`config.mk`:
```
export PLATFORM = sky130hd
export DESIGN_NAME = decode_regfile_stage
export DESIGN_NICKNAME = d
export VERILOG_FILES = /design/src/rtl/pipeline_defs.sv /design/src/rtl/regfile_8x64.sv /design/src/rtl/decode_regfile_stage.sv
export SDC_FILE = /design/constraint.sdc
export NUM_CORES = 1
export LEC_CHECK = 0
export ABC_CLOCK_PERIOD_IN_PS = 7000
export CAP_MARGIN = 20
export CORE_ASPECT_RATIO = 0.6
export CORE_MARGIN = 5
export CORE_UTILIZATION = 55
export CTS_CLUSTER_DIAMETER = 50
export CTS_CLUSTER_SIZE = 30
export DETAILED_ROUTE_END_ITERATION = 8
export GPL_ROUTABILITY_DRIVEN = 0
export MAX_ROUTING_LAYER = met4
export PLACE_DENSITY = 0.8
export REMOVE_ABC_BUFFERS = 1
export SKIP_CTS_REPAIR_TIMING = 1
export SLEW_MARGIN = 20
export SYNTH_ARGS = -nofsm -noshare
export SYNTH_HDL_FRONTEND = slang
export SYNTH_SLANG_ARGS = --single-unit
```
`constraint.sdc`:
```
create_clock -name clk -period 7 [get_ports clk]
set_input_delay 1.4 -clock clk [delete_from_list [all_inputs] [get_ports clk]]
set_output_delay 1.4 -clock clk [all_outputs]
set_load 0.02 [all_outputs]
```
`src/rtl/pipeline_defs.sv`:
```
// Shared widths, instruction field positions and in-flight tracker entry type
// for the decode/register-file stage.
package pipeline_defs;

  localparam int INST_WIDTH     = 32;
  localparam int DATAPATH_WIDTH = 64;
  localparam int REGFILE_ADDR   = 3;
  localparam int NUM_REGS       = 1 << REGFILE_ADDR;
  localparam int MEM_ADDR_WIDTH = 16;
  localparam int INFLIGHT_DEPTH = 2;

  localparam int WREGEN_BIT = 31;
  localparam int WMEMEN_BIT = 30;
  localparam int RS1_MSB    = 29;
  localparam int RS1_LSB    = 27;
  localparam int RS2_MSB    = 26;
  localparam int RS2_LSB    = 24;
  localparam int RD_MSB     = 23;
  localparam int RD_LSB     = 21;

  typedef struct packed {
    logic                    v;
    logic [REGFILE_ADDR-1:0] addr;
  } inflight_t;

endpackage

```
`src/rtl/regfile_8x64.sv`:
```
// 8 x 64 register file: R0 hard-wired to zero, one write port, two
// combinational read ports with write-through bypass from the write port.
module regfile_8x64
  import pipeline_defs::*;
(
  input  logic                      clk,
  input  logic                      reset,
  input  logic                      wb_en,
  input  logic [REGFILE_ADDR-1:0]   wb_addr,
  input  logic [DATAPATH_WIDTH-1:0] wb_data,
  input  logic [REGFILE_ADDR-1:0]   rs1_addr,
  input  logic [REGFILE_ADDR-1:0]   rs2_addr,
  output logic [DATAPATH_WIDTH-1:0] rs1_data,
  output logic [DATAPATH_WIDTH-1:0] rs2_data
);

  logic [DATAPATH_WIDTH-1:0] regs [NUM_REGS];

  // Reset takes priority over a coincident write-back; R0 is never written.
  always_ff @(posedge clk) begin
    if (reset) begin
      for (int i = 0; i < NUM_REGS; i++) regs[i] <= '0;
    end else if (wb_en && wb_addr != '0) begin
      regs[wb_addr] <= wb_data;
    end
  end

  always_comb begin
    rs1_data = '0;
    rs2_data = '0;
    if (rs1_addr != '0) begin
      if (wb_en && wb_addr == rs1_addr) rs1_data = wb_data;
      else                              rs1_data = regs[rs1_addr];
    end
    if (rs2_addr != '0) begin
      if (wb_en && wb_addr == rs2_addr) rs2_data = wb_data;
      else                              rs2_data = regs[rs2_addr];
    end
  end

endmodule

```
`src/rtl/decode_regfile_stage.sv`:
```
// Decode stage: field decode, register-file read, and a RAW interlock that
// stalls fetch while a source register has a write still in flight.
module decode_regfile_stage
  import pipeline_defs::*;
(
  input  logic                      clk,
  input  logic                      reset,
  input  logic                      en,
  input  logic                      inst_valid,
  input  logic [INST_WIDTH-1:0]     inst,
  input  logic                      wb_en,
  input  logic [REGFILE_ADDR-1:0]   wb_addr,
  input  logic [DATAPATH_WIDTH-1:0] wb_data,
  output logic                      stall,
  output logic                      WRegEn_dec,
  output logic                      WMemEn_dec,
  output logic [DATAPATH_WIDTH-1:0] R1out_dec,
  output logic [DATAPATH_WIDTH-1:0] R2out_dec,
  output logic [REGFILE_ADDR-1:0]   WReg1_dec
);

  logic                      wreg_en;
  logic                      wmem_en;
  logic [REGFILE_ADDR-1:0]   rs1;
  logic [REGFILE_ADDR-1:0]   rs2;
  logic [REGFILE_ADDR-1:0]   rd;
  logic [DATAPATH_WIDTH-1:0] rs1_data;
  logic [DATAPATH_WIDTH-1:0] rs2_data;
  logic                      rs1_busy;
  logic                      rs2_busy;
  logic                      hazard;
  logic                      issue;
  logic                      unused_inst_bits;
  inflight_t                 tracker [INFLIGHT_DEPTH];

  assign wreg_en          = inst[WREGEN_BIT];
  assign wmem_en          = inst[WMEMEN_BIT];
  assign rs1              = inst[RS1_MSB:RS1_LSB];
  assign rs2              = inst[RS2_MSB:RS2_LSB];
  assign rd               = inst[RD_MSB:RD_LSB];
  assign unused_inst_bits = ^inst[RD_LSB-1:0];

  regfile_8x64 u_regfile (
    .clk      (clk),
    .reset    (reset),
    .wb_en    (wb_en),
    .wb_addr  (wb_addr),
    .wb_data  (wb_data),
    .rs1_addr (rs1),
    .rs2_addr (rs2),
    .rs1_data (rs1_data),
    .rs2_data (rs2_data)
  );

  always_comb begin
    rs1_busy = 1'b0;
    rs2_busy = 1'b0;
    for (int i = 0; i < INFLIGHT_DEPTH; i++) begin
      if (tracker[i].v && tracker[i].addr == rs1) rs1_busy = 1'b1;
      if (tracker[i].v && tracker[i].addr == rs2) rs2_busy = 1'b1;
    end
  end

  assign hazard = inst_valid && ((rs1 != '0 && rs1_busy) || (rs2 != '0 && rs2_busy));
  assign issue  = inst_valid && !hazard;

  // Entry 0 is the instruction now entering execute; bubbles shift in as invalid.
  always_ff @(posedge clk) begin
    if (reset) begin
      for (int i = 0; i < INFLIGHT_DEPTH; i++) tracker[i] <= '0;
    end else if (en) begin
      tracker[0].v    <= issue && wreg_en && rd != '0;
      tracker[0].addr <= rd;
      for (int i = 1; i < INFLIGHT_DEPTH; i++) tracker[i] <= tracker[i-1];
    end
  end

  always_comb begin
    stall      = 1'b0;
    WRegEn_dec = 1'b0;
    WMemEn_dec = 1'b0;
    WReg1_dec  = '0;
    R1out_dec  = '0;
    R2out_dec  = '0;
    if (!reset) begin
      stall      = hazard;
      WRegEn_dec = issue && wreg_en;
      WMemEn_dec = issue && wmem_en;
      WReg1_dec  = issue ? rd : '0;
      R1out_dec  = rs1_data;
      R2out_dec  = rs2_data;
    end
  end

endmodule

```
[Word level (Yosys, flattened, before mapping)]
Memories as Yosys holds them, arrays and structs flattened.
Cells that the tools add are included.
Storage, ports and cells
  RAM bits: 520
  output and inout bits: 134
  register bits after elaboration: 0
  bits of input ports: 104
  memories kept: 2
Memory list
  u_regfile.regs: depth 8, bits a word 64, read ports 2, clocked after Yosys merged registers in 0, write ports 8, line regfile_8x64.sv:17  | logic [DATAPATH_WIDTH-1:0] regs [NUM_REGS];
  tracker: depth 2, bits a word 4, read ports 2, clocked after Yosys merged registers in 0, write ports 2, line decode_regfile_stage.sv:34  | inflight_t tracker [INFLIGHT_DEPTH];
Cells by class
  muxes and demuxes: 29
  reductions and logical operators: 21
  equal/unequal tests: 6
  bitwise operators: 3
Operator list (count)
  2-to-1 mux 64 bit: 7
  OR reduction 64 bit: 1
  equality test 3 bit: 6
  2-to-1 mux 1 bit: 17
  logical AND 1 bit: 14
  2-to-1 mux 3 bit: 4
  nonzero test 3 bit: 4
  2-to-1 mux 4 bit: 1
  OR 1 bit: 3
  zero test 1 bit: 1
  logical OR 1 bit: 1

[Longest topological paths before layout]
An unclocked memory read counts as a cell.
  word-level depth: 13
  mapped depth: 7
  mapped depth without buffers: 4

[Cells and area by module]
A second synthesis with hierarchy kept.
Unflattened totals
  cells, all modules: 2251
  area, all modules: 26277.7 µm²
Modules (own cells, without submodules)
  regfile_8x64: cells an instance 2057, area an instance 24882.6 µm², times used 1, seq. area each 13452.9 µm²
  decode_regfile_stage: cells an instance 194, area an instance 1395.1 µm², times used 1, seq. area each 240.2 µm²

[Worst setup path after synthesis]
OpenSTA, ideal clock, no wires.
  path kind: input to output
  from: input wb_addr[2]
  to: output R2out_dec[22]
  cell stages on the path: 6
  arrival time: 2.924 ns
  path slack: 2.676 ns
  required time: 5.600 ns
  cells stage by stage: buf_2 -> and2_1 -> or2_1 -> a311oi_4 -> buf_6 -> a32o_1
Between the ends
  word-level cells in the longest chain between the ends: 5
Ends and longest elaborated chain
  start: declaration: line decode_regfile_stage.sv:12  | input logic [REGFILE_ADDR-1:0] wb_addr,
  equality test 3 bit: line regfile_8x64.sv:36  | if (wb_en && wb_addr == rs2_addr) rs2_data = wb_data;
  logical AND 1 bit: line regfile_8x64.sv:36
  2-to-1 mux 64 bit: line regfile_8x64.sv:36
  2-to-1 mux 64 bit: line regfile_8x64.sv:35  | if (rs2_addr != '0) begin
  2-to-1 mux 64 bit: line decode_regfile_stage.sv:85  | if (!reset) begin
  end: declaration: line decode_regfile_stage.sv:18  | output logic [DATAPATH_WIDTH-1:0] R2out_dec,
Every way passes these cells.

[Worst setup path in the final report]
  from: input reset
  to: output R2out_dec[55]
Between the ends
  word-level cells in the longest chain between the ends: 1
Ends and longest elaborated chain
  start: declaration: line decode_regfile_stage.sv:7  | input logic reset,
  2-to-1 mux 64 bit: line decode_regfile_stage.sv:85
Every way passes these cells.

==> results.json <==
{
  "outcome": "finished, final reports clean",
  "setup_viol": 0,
  "drt_wl_total_um": 81300,
  "rsz0062_at_grt": "false",
  "slew_headroom_pct": 31.0,
  "cts_sinks": 456,
  "leakage_nw": 10.1,
  "nets": 2330,
  "drc": 0,
  "synth_area_per_cell_um2": 11.9,
  "peakVddDrop_mv": 0.192,
  "cp.depth": 6,
  "n_fill_cell": 3443,
  "powerDensity_nw_per_um2": 226,
  "cpPeakStageDelay_ns": 0.74,
  "crit_path_frequent_cell": "clkdlybuf4s50_1",
  "rr_worst_depth": 4,
  "die_h_um": 177,
  "ys_warn_count": 0,
  "viasPerCell": 6.97,
  "numCtsBuffers": 35,
  "ys_top_cells_by_count": "and2_1, edfxtp_1, o22a_1",
  "synthArstFlopShare_pct": 0,
  "avgRoutedWirePerCell_um": 28.2,
  "r2r_start": "tracker[0][4]",
  "worstMarginPinSlew_ns": 1.03,
  "synth_top_area_cell": "edfxtp_1",
  "yosysTopAreaCellShare_pct": 53.6,
  "worstHoldStart": "tracker[0][3]",
  "port_buffers": 216,
  "drt_pass1_iterations": 8,
  "num_vias": 20132,
  "crit_buf_inv": 3,
  "postRouteAntennaNets": 0,
  "cp_cell_sequence": "clkdlybuf4s50_1, nand2b_2, nor4_4, buf_4, a32o_1, clkdlybuf4s50_1",
  "crit_path_end_kind": "output port",
  "overflow": 0,
  "yosysSeqAreaShare_pct": 53.6,
  "max_freq_ghz": 0.167,
  "yosysMostFrequentCell": "and2_1",
  "fin_setup_tns_ns": 0,
  "required_ns": 5.60,
  "syn_inst": 2144,
  "synth_area_leaders": "edfxtp_1, and2_1, o22a_1, mux2i_1, a32o_1",
  "worst_clock_skew_ns": 0.00124,
  "die_area_um2": 51000,
  "clk_latency_ns": 0.54,
  "grt_usage_pct": 31.8,
  "grt_pass1_vias": 20205,
  "synth_cell_types": 42,
  "slowest_stage": "buf_4",
  "fin_crit_ns": 5.97,
  "initial_core_util_pct": 55.4,
  "crit_path_max_fanout": 45,
  "synth_ff_type": "edfxtp_1",
  "drt_iter0_markers": 2709,
  "worstHoldPathCells": 1,
  "min_path_type": "flip-flop to flip-flop",
  "reg2reg_setup_slack_ns": 5.25,
  "drive_gt1_share_pct": 7.50,
  "syn_area_um2": 25500,
  "cap_violations": 0,
  "clk_pin_slew_ns": 0.09,
  "crit_type": "input pin to output port",
  "place_hpwl_um": 42300,
  "worst_hold_path.endpoint": "tracker[0][7]",
  "synth-edff-count": 456,
  "finalMaxSlewViolations": 0,
  "root_buffer": "clkbuf_16",
  "cts_tree": "done",
  "fp.coreArea_um2": 46100,
  "io_pins": 238,
  "min_period_over_period_pct": 85.4,
  "synth_seq_cells": 456,
  "critPathLaunchType": "input pin",
  "cts_buffer_depth": 3,
  "hold_violations": 0,
  "arrival_ns": 4.57,
  "antenna_found_initial": 6,
  "cts-htree-levels": 2,
  "rr_endpoint": "tracker[0][3]",
  "grt_pass1_wl_um": 121000,
  "die-width_um": 288,
  "grt_max_degree": 112,
  "p_total_mw": 6.63,
  "path_delay_family": "buffers and inverters",
  "rows": 61,
  "area_delta_synth_final_pct": 14.8
}
## area by class of cell
| class | instances | area [µm²] | share of cell area, % |
|---|---|---|---|
| well taps | 630 | 788 | 2.69 |
| diodes | 6 | 15.0 | 0.0512 |
| repair buffers | 264 | 2580 | 8.79 |
| clock buffers | 39 | 933 | 3.18 |
| multi-input cells | 1469 | 11000 | 37.5 |
| clock inverters | 24 | 313 | 1.07 |
| flip-flops and latches | 456 | 13700 | 46.7 |
## power by group
part	switching, mW	total (mW)	internal, mW
combinational	0.660	1.15	0.487
sequential	0.0970	3.28	3.18
clock	1.11	2.21	1.10
## routing by layer
metal,up-vias,share of wire [%],track usage (%)
met5,-,0,-
met1,9918,38,41.5
met3,231,12,6.02
met4,0,3.3,11.5
li1,8489,-,-
met2,1494,47,50.4
## flip-flops by register name, summed over array words and instances, names as in the netlist
register and count:
u_regfile.regs 448, tracker 8
## placed cells by master (no fill, tap or decap), types with 4 or more instances in the layout
cell,count
a32o_1,98
a32o_2,29
and2_1,493
buf_12,4
buf_4,45
buf_6,5
clkbuf_16,37
clkdlybuf4s50_1,210
clkinv_8,7
diode_2,6
edfxtp_1,456
inv_6,4
mux2i_1,128
nand2_1,97
nand4_1,4
nor2_1,42
nor3_1,8
nor3_2,4
o21ai_0,18
o21ai_1,20
o22a_1,271
o22ai_1,37
o2bb2ai_1,91
o32ai_1,37
or2_4,7
or3_1,37
xnor2_1,12
## worst reg2reg max path, stage by stage (launching register included)
cell	delay (ns)
edfxtp_1	0.43
xnor2_1	0.19
nand4_1	0.16
a21oi_1	0.54
nor4_1	0.16
## per-stage QoR
step,utilization (%),area [µm²],setup WS (ns),hold slack (ns),std cells
2_1_floorplan,-,24600,0.868,0.548,1925
3_3_place_gp,60.8,28100,1.12,0.578,2819
3_5_place_dp,60.8,28100,1.09,0.609,2819
4_1_cts,63.6,29300,1.09,0.634,2882
5_1_grt,63.6,29300,0.953,0.663,2888
6_report,63.6,29300,1.03,0.648,2888
## worst max path at each step
stage          startpoint       endpoint  slack [ns]
2_1_floorplan       reset   R2out_dec[0]        0.87
3_3_place_gp        reset  R2out_dec[20]        1.12
3_5_place_dp        reset  R2out_dec[55]        1.09
4_1_cts             reset  R2out_dec[20]        1.09
5_1_grt             reset  R2out_dec[20]        0.95
6_report            reset  R2out_dec[55]        1.03
## cell families (layout without fill, tap and decap cells)
family,count (synthesis),after routing,share of synthesized area [%]
AOI/OAI and AO/OA,610,610,20.9
muxes,128,128,5.02
other,0,6,0
and+or+nand+nor,715,715,16.1
DFF,456,456,53.6
xor gates and xnor gates,16,16,0.637
buffers and inverters,219,327,3.72
(Power assumes the default switching activity.)
